$ cat src/rtl/fifo_access_if.sv
// Bundle of the requester, reader and FIFO-side signals around fifo_access_ctrl.
// The controller is the slave; requesters, reader and the FIFO together are the master side.
interface fifo_access_if #(
  parameter int DATA_WIDTH = 8,
  parameter int DEPTH      = 16,
  parameter int NUM_REQ    = 4
);
  localparam int OCC_W = $clog2(DEPTH) + 1;

  logic [NUM_REQ-1:0]            req;
  logic [NUM_REQ*DATA_WIDTH-1:0] req_data;
  logic [NUM_REQ-1:0]            gnt;
  logic                          fifo_wr_en;
  logic [DATA_WIDTH-1:0]         fifo_data_in;
  logic                          fifo_full;
  logic                          fifo_empty;
  logic                          rd_req;
  logic                          rd_ack;
  logic                          fifo_rd_en;
  logic                          rd_valid;
  logic [OCC_W-1:0]              occupancy;

  modport master (
    output req, req_data, fifo_full, fifo_empty, rd_req,
    input  gnt, fifo_wr_en, fifo_data_in, rd_ack, fifo_rd_en, rd_valid, occupancy
  );

  modport slave (
    input  req, req_data, fifo_full, fifo_empty, rd_req,
    output gnt, fifo_wr_en, fifo_data_in, rd_ack, fifo_rd_en, rd_valid, occupancy
  );
endinterface

$ cat src/rtl/fifo_access_ctrl.sv
// Shares one sync FIFO between NUM_REQ round-robin, burst-limited writers and a single reader,
// tracking committed occupancy itself so the FIFO's lagging flags never cause a bad transfer.
module fifo_access_ctrl #(
  parameter int DATA_WIDTH = 8,
  parameter int DEPTH      = 16,
  parameter int NUM_REQ    = 4,
  parameter int MAX_BURST  = 4
) (
  input logic          clk,
  input logic          rst,
  fifo_access_if.slave bus
);
  localparam int OCC_W  = $clog2(DEPTH) + 1;
  localparam int IDX_W  = $clog2(NUM_REQ);
  localparam int BCNT_W = $clog2(MAX_BURST + 1);

  localparam logic [OCC_W-1:0]  DEPTH_OCC = OCC_W'(DEPTH);
  localparam logic [OCC_W:0]    DEPTH_EXT = (OCC_W + 1)'(DEPTH);
  localparam logic [BCNT_W-1:0] BMAX      = BCNT_W'(MAX_BURST);

  typedef enum logic {IDLE, BURST} state_t;

  state_t                st;
  logic [IDX_W-1:0]      owner;
  logic [BCNT_W-1:0]     bcnt;
  logic [OCC_W-1:0]      occ;
  logic                  wr_en;
  logic [DATA_WIDTH-1:0] data_in;
  logic                  rd_en;
  logic                  rd_valid;

  logic                  wcred;
  logic                  rcred;
  logic                  rd_ack;
  logic [OCC_W:0]        occ_sum;
  logic                  found;
  logic [IDX_W-1:0]      win;
  logic                  keep;
  logic                  grant_any;
  logic [IDX_W-1:0]      grant_idx;
  logic                  load_new;
  logic                  go_idle;
  logic [NUM_REQ-1:0]    gnt;

  // Credits count the strobe already in flight, so the lagging count never overshoots.
  assign occ_sum = {1'b0, occ} + {{OCC_W{1'b0}}, wr_en};
  assign wcred   = !bus.fifo_full && (occ_sum < DEPTH_EXT);
  assign rcred   = !bus.fifo_empty && (occ > {{(OCC_W-1){1'b0}}, rd_en});
  assign rd_ack  = !rst && bus.rd_req && rcred;

  // Round-robin search starting just after the current owner, wrapping back to it last.
  always_comb begin
    found = 1'b0;
    win   = owner;
    for (int k = 1; k <= NUM_REQ; k++) begin
      if (!found && bus.req[(int'(owner) + k) % NUM_REQ]) begin
        found = 1'b1;
        win   = IDX_W'((int'(owner) + k) % NUM_REQ);
      end
    end
  end

  assign keep = (st == BURST) && bus.req[owner] && (bcnt < BMAX);

  // NOTE: every always_comb output gets a default first so no path leaves it unassigned (no latch).
  always_comb begin
    grant_any = 1'b0;
    grant_idx = owner;
    load_new  = 1'b0;
    go_idle   = 1'b0;
    if (!rst && wcred) begin
      if (keep) begin
        grant_any = 1'b1;
      end else if (found) begin
        grant_any = 1'b1;
        grant_idx = win;
        load_new  = 1'b1;
      end else begin
        go_idle   = 1'b1;
      end
    end
  end

  always_comb begin
    gnt = '0;
    if (grant_any) gnt[grant_idx] = 1'b1;
  end

  // NOTE: all state uses non-blocking assignments so every register samples pre-edge values.
  always_ff @(posedge clk) begin
    if (rst) begin
      st       <= IDLE;
      owner    <= IDX_W'(NUM_REQ - 1);
      bcnt     <= '0;
      occ      <= '0;
      wr_en    <= 1'b0;
      data_in  <= '0;
      rd_en    <= 1'b0;
      rd_valid <= 1'b0;
    end else begin
      if (wr_en && !rd_en && occ != DEPTH_OCC) begin
        occ <= occ + 1'b1;
      end else if (!wr_en && rd_en && occ != '0) begin
        occ <= occ - 1'b1;
      end

      wr_en <= grant_any;
      if (grant_any) data_in <= bus.req_data[grant_idx*DATA_WIDTH +: DATA_WIDTH];

      rd_en    <= rd_ack;
      rd_valid <= rd_en;

      if (load_new) begin
        owner <= grant_idx;
        bcnt  <= BCNT_W'(1);
        st    <= BURST;
      end else if (grant_any) begin
        bcnt  <= bcnt + 1'b1;
      end else if (go_idle) begin
        st    <= IDLE;
      end
    end
  end

  assign bus.gnt          = gnt;
  assign bus.rd_ack       = rd_ack;
  assign bus.fifo_wr_en   = wr_en;
  assign bus.fifo_data_in = data_in;
  assign bus.fifo_rd_en   = rd_en;
  assign bus.rd_valid     = rd_valid;
  assign bus.occupancy    = occ;
endmodule

$ cat src/flat_wrapper.sv
// flat-port wrapper written by rule: the top's interface ports become plain ports
module fifo_access_ctrl_flat 
#(
  parameter int DATA_WIDTH = 8,
  parameter int DEPTH      = 16,
  parameter int NUM_REQ    = 4,
  parameter int MAX_BURST  = 4
)
  (clk, rst, bus_req, bus_req_data, bus_fifo_full, bus_fifo_empty, bus_rd_req, bus_gnt, bus_fifo_wr_en, bus_fifo_data_in, bus_rd_ack, bus_fifo_rd_en, bus_rd_valid, bus_occupancy);
  fifo_access_if #(.DATA_WIDTH(DATA_WIDTH), .DEPTH(DEPTH), .NUM_REQ(NUM_REQ)) bus_i ();
  input logic clk;
  input logic rst;
  input wire logic [$bits(bus_i.req)-1:0] bus_req;
  input wire logic [$bits(bus_i.req_data)-1:0] bus_req_data;
  input wire logic [$bits(bus_i.fifo_full)-1:0] bus_fifo_full;
  input wire logic [$bits(bus_i.fifo_empty)-1:0] bus_fifo_empty;
  input wire logic [$bits(bus_i.rd_req)-1:0] bus_rd_req;
  output wire logic [$bits(bus_i.gnt)-1:0] bus_gnt;
  output wire logic [$bits(bus_i.fifo_wr_en)-1:0] bus_fifo_wr_en;
  output wire logic [$bits(bus_i.fifo_data_in)-1:0] bus_fifo_data_in;
  output wire logic [$bits(bus_i.rd_ack)-1:0] bus_rd_ack;
  output wire logic [$bits(bus_i.fifo_rd_en)-1:0] bus_fifo_rd_en;
  output wire logic [$bits(bus_i.rd_valid)-1:0] bus_rd_valid;
  output wire logic [$bits(bus_i.occupancy)-1:0] bus_occupancy;
  assign bus_i.req = bus_req;
  assign bus_i.req_data = bus_req_data;
  assign bus_i.fifo_full = bus_fifo_full;
  assign bus_i.fifo_empty = bus_fifo_empty;
  assign bus_i.rd_req = bus_rd_req;
  assign bus_gnt = bus_i.gnt;
  assign bus_fifo_wr_en = bus_i.fifo_wr_en;
  assign bus_fifo_data_in = bus_i.fifo_data_in;
  assign bus_rd_ack = bus_i.rd_ack;
  assign bus_fifo_rd_en = bus_i.fifo_rd_en;
  assign bus_rd_valid = bus_i.rd_valid;
  assign bus_occupancy = bus_i.occupancy;
  fifo_access_ctrl #(.DATA_WIDTH(DATA_WIDTH), .DEPTH(DEPTH), .NUM_REQ(NUM_REQ), .MAX_BURST(MAX_BURST)) u_core (.clk(clk), .rst(rst), .bus(bus_i));
endmodule
$ cat config.mk
export PLATFORM = sky130hd
export DESIGN_NAME = fifo_access_ctrl_flat
export DESIGN_NICKNAME = d
export VERILOG_FILES = /design/src/rtl/fifo_access_if.sv /design/src/rtl/fifo_access_ctrl.sv /design/src/flat_wrapper.sv
export SDC_FILE = /design/constraint.sdc
export NUM_CORES = 1
export LEC_CHECK = 0
export CAP_MARGIN = 5
export CORE_AREA = 4 4 66 68
export DETAILED_ROUTE_END_ITERATION = 10
export DIE_AREA = 0 0 70 72
export GPL_TIMING_DRIVEN = 1
export MAX_ROUTING_LAYER = met4
export PLACE_DENSITY = 0.77
export SLEW_MARGIN = 5
export SYNTH_ARGS = -nofsm -noshare
export SYNTH_HDL_FRONTEND = slang
export SYNTH_SLANG_ARGS = --single-unit
$ cat constraint.sdc
create_clock -name clk -period 3.5 [get_ports clk]
set_input_delay 0.875 -clock clk [delete_from_list [all_inputs] [get_ports clk]]
set_output_delay 0.875 -clock clk [all_outputs]
set_load 0.005 [all_outputs]
==> out/results.ini <==
[yosys]
async_reset_ff_share_pct = 0
syn_nets = 226
ys_seq_area_share_pct = 28.39
synth_edf_count = 0
avgSynthCellArea_um2 = 8.668
syn-cell-area_mm2 = 0.001551
ys_types = 49
netlist_instances = 179
ys_warn_count = 0
ys_ff_latch = 22
ys.flop_type = dfxtp_1

[grt]
grt_pass1_wl_um = 7638
grt_max_degree = 22
antenna_found_initial = 0
grt_pass1_vias = 1676
overflow = 0
grt_usage_pct = 18.60

[detailed_routing]
wire_per_inst_um = 14.79
viasPerCell = 5.354
dr_total_vias = 1681
routed_wl_um = 4643
drc = 0
first_pass_iters = 4
drtIter0Drc = 92
ant_nets = 0

[power]
swShare_pct = 34.69
leakagePower_nw = 1.059
p_int_mw = 0.8686
pwr-share-comb_pct = 53.9
p_seq_share_pct = 28.2
p_clk_share_pct = 17.9
p_sw_mw = 0.4613
ir_worst_vdd_uv = 386.1
cellPowerDensity_mw_per_mm2 = 527.8

[sta]
tns_ps = 0
maxSlewHeadroom_pct = 46.73
setup_violations = 0
hold_viol_final = 0
finClkSkew_ps = 2.578
clock.fmax_mhz = 290.7
tightestPinTransition_ps = 794.2
period_share_pct = 98.28
period_needed_ps = 3440
rsz0062_at_grt = true
slew_viol_final = 0

[worst_setup_path]
critPathMaxFanout = 3
crit_arrival_ps = 2560
cp-end-kind = primary output
critPathLaunchType = input port
worstPathRequired_ps = 2620
path_class = input port to primary output

[final_layout]
drive_gt1_share_pct = 21.97
utilization_pct = 65.35
finalNonFillerCells = 314
layout.nets = 312
n_fill_cell = 343
antennaDiodeCount = 0
syn2layout_area_growth_pct = 62.42
stdcell_area_mm2 = 0.002520

[clock_network]
cts_tree = done
cts_buffers = 3
hold_buffers = 0
clk_path_buf_depth = 2
clk_pin_slew_ps = 80
cts-htree-levels = 1
clock_sinks = 22
clock_latency_ps = 260
cts_root_buffer = clkbuf_8

[floorplanning]
pin_count = 62
die_area_mm2 = 0.005040
chipHeight_um = 72
rows = 23
start_util_pct = 40.23
core_mm2 = 0.003856
die_w_um = 70

[min_path]
hold_path.class = flop to flop

[placement]
portBuffers = 61
gp_congestion = 0.8376
place_inst = 301
place_area_mm2 = 0.002335
dp_hpwl_um = 3295

[status]
outcome = finished clean

[job]
maxCapViolCount = 0

-- layer usage --
metal	vias up	routed length (um)	global-route usage [%]
li1	846	-	-
met1	796	2062	21.99
met2	37	2374	32.21
met3	2	174	4.432
met4	0	31	4.255
met5	-	0	-
-- state kept, by name, indices dropped and copies added (netlist names) --
| signal | flops |
|---|---|
| u_core.bus.fifo_wr_en | 1 |
| u_core.bus.rd_valid | 1 |
| u_core.st | 1 |
| u_core.bus.occupancy | 5 |
| u_core.owner | 2 |
| u_core.bcnt | 3 |
| u_core.bus.fifo_data_in | 8 |
| u_core.bus.fifo_rd_en | 1 |
-- path summary, 6_finish.rpt --
check,startpoint,to,slack (ps),cells after the start
max reg2reg,u_core.bus.occupancy[0],u_core.bus.occupancy[4],700,10
min,u_core.bcnt[1],u_core.bcnt[1],460,2
max,bus_fifo_full,bus_gnt[2],60,8
min reg2reg,u_core.bcnt[1],u_core.bcnt[1],460,2
-- Yosys cell counts (2+ instances only) --
master	number	area, um^2
dfxtp_1	22	440.4
mux2i_1	15	150.1
nor2_1	15	56.30
a21oi_1	10	50.05
nand2_1	8	30.03
nand3_1	8	40.04
nand3b_1	7	52.55
inv_1	6	22.52
ha_1	5	62.56
nand2b_1	5	31.28
o21ai_0	5	25.02
o221ai_1	5	43.79
and3_1	4	25.02
xnor2_1	4	35.03
a211oi_1	3	22.52
a21o_1	3	22.52
a32oi_1	3	26.28
and3b_1	3	26.28
buf_2	3	15.01
clkbuf_1	3	11.26
nor2b_1	3	18.77
o21ai_1	3	15.01
o311ai_1	3	26.28
or4_1	3	22.52
buf_1	2	7.510
clkbuf_2	2	10.01
nor3_1	2	10.01
nor4_1	2	12.51
nor4b_1	2	17.52
-- timing repair --
item / in CTS / in global routing
pin swaps: 8 / 6
endpoints found under the setup margin: 4 / 3
resized for setup: 44 / 10
cloned: 0 / 0
buffers inserted: 5 / 4
-- placed cells by master (no fill, tap or decap), types with 6 or more instances in the layout --
cell type / count
a21oi_1: 9
buf_4: 27
clkdlybuf4s50_1: 51
dfxtp_1: 21
inv_1: 6
mux2i_1: 15
nand2_1: 7
nand3_1: 8
nand3b_1: 7
nor2_1: 15
-- critical path, cell delays in order --
cell and delay, ps:
dlygate4sd2_1 240, nor3_2 180, o21ai_1 120, o41a_1 450, a21o_1 190, or2_4 270
nor2_1 120, buf_2 120
-- final cells by class --
class | instances | area, um^2 | share of cell area (%)
clock buffer | 3 | 41.29 | 1.639
clock inverter | 1 | 30.03 | 1.192
sequential | 22 | 441.7 | 17.53
timing repair buffer | 92 | 835.8 | 33.17
multi-input combinational | 139 | 1082 | 42.95
tap | 50 | 62.56 | 2.483
inverter | 7 | 26.28 | 1.043
-- per-stage QoR --
step / total power, mW / hold WS (ps) / setup WS [ps]
3_3_place_gp: 1.028 / 443.1 / -629.2
2_1_floorplan: 0.7584 / 435.6 / 159.3
3_5_place_dp: 1.038 / 448.3 / -650.4
5_1_grt: 1.423 / 473.9 / -5.051
6_report: 1.330 / 457.4 / 60.06
4_1_cts: 1.325 / 462.0 / 6.881
-- power by group through the flow --
| stage | sequential [mW] | combinational, mW | clock, mW |
|---|---|---|---|
| 2_1_floorplan | 0.361 | 0.397 | 0 |
| 6_report | 0.375 | 0.717 | 0.238 |
| 3_3_place_gp | 0.376 | 0.652 | 0 |
| 5_1_grt | 0.388 | 0.780 | 0.255 |
| 4_1_cts | 0.372 | 0.708 | 0.244 |
| 3_5_place_dp | 0.376 | 0.662 | 0 |
-- kinds of logic (layout without fill, tap and decap cells) --
kind of cell / after synthesis / after routing / share of synthesized area [%]
compound gates: 41 / 41 / 18.79
mux: 16 / 16 / 10.40
simple gates: 70 / 70 / 27.50
xor+xnor: 6 / 6 / 4.355
fa+ha+maj: 6 / 6 / 5.323
buf+inv: 18 / 103 / 5.241
flops: 22 / 22 / 28.39
No activity file was read; power rests on OpenSTA's default activity.
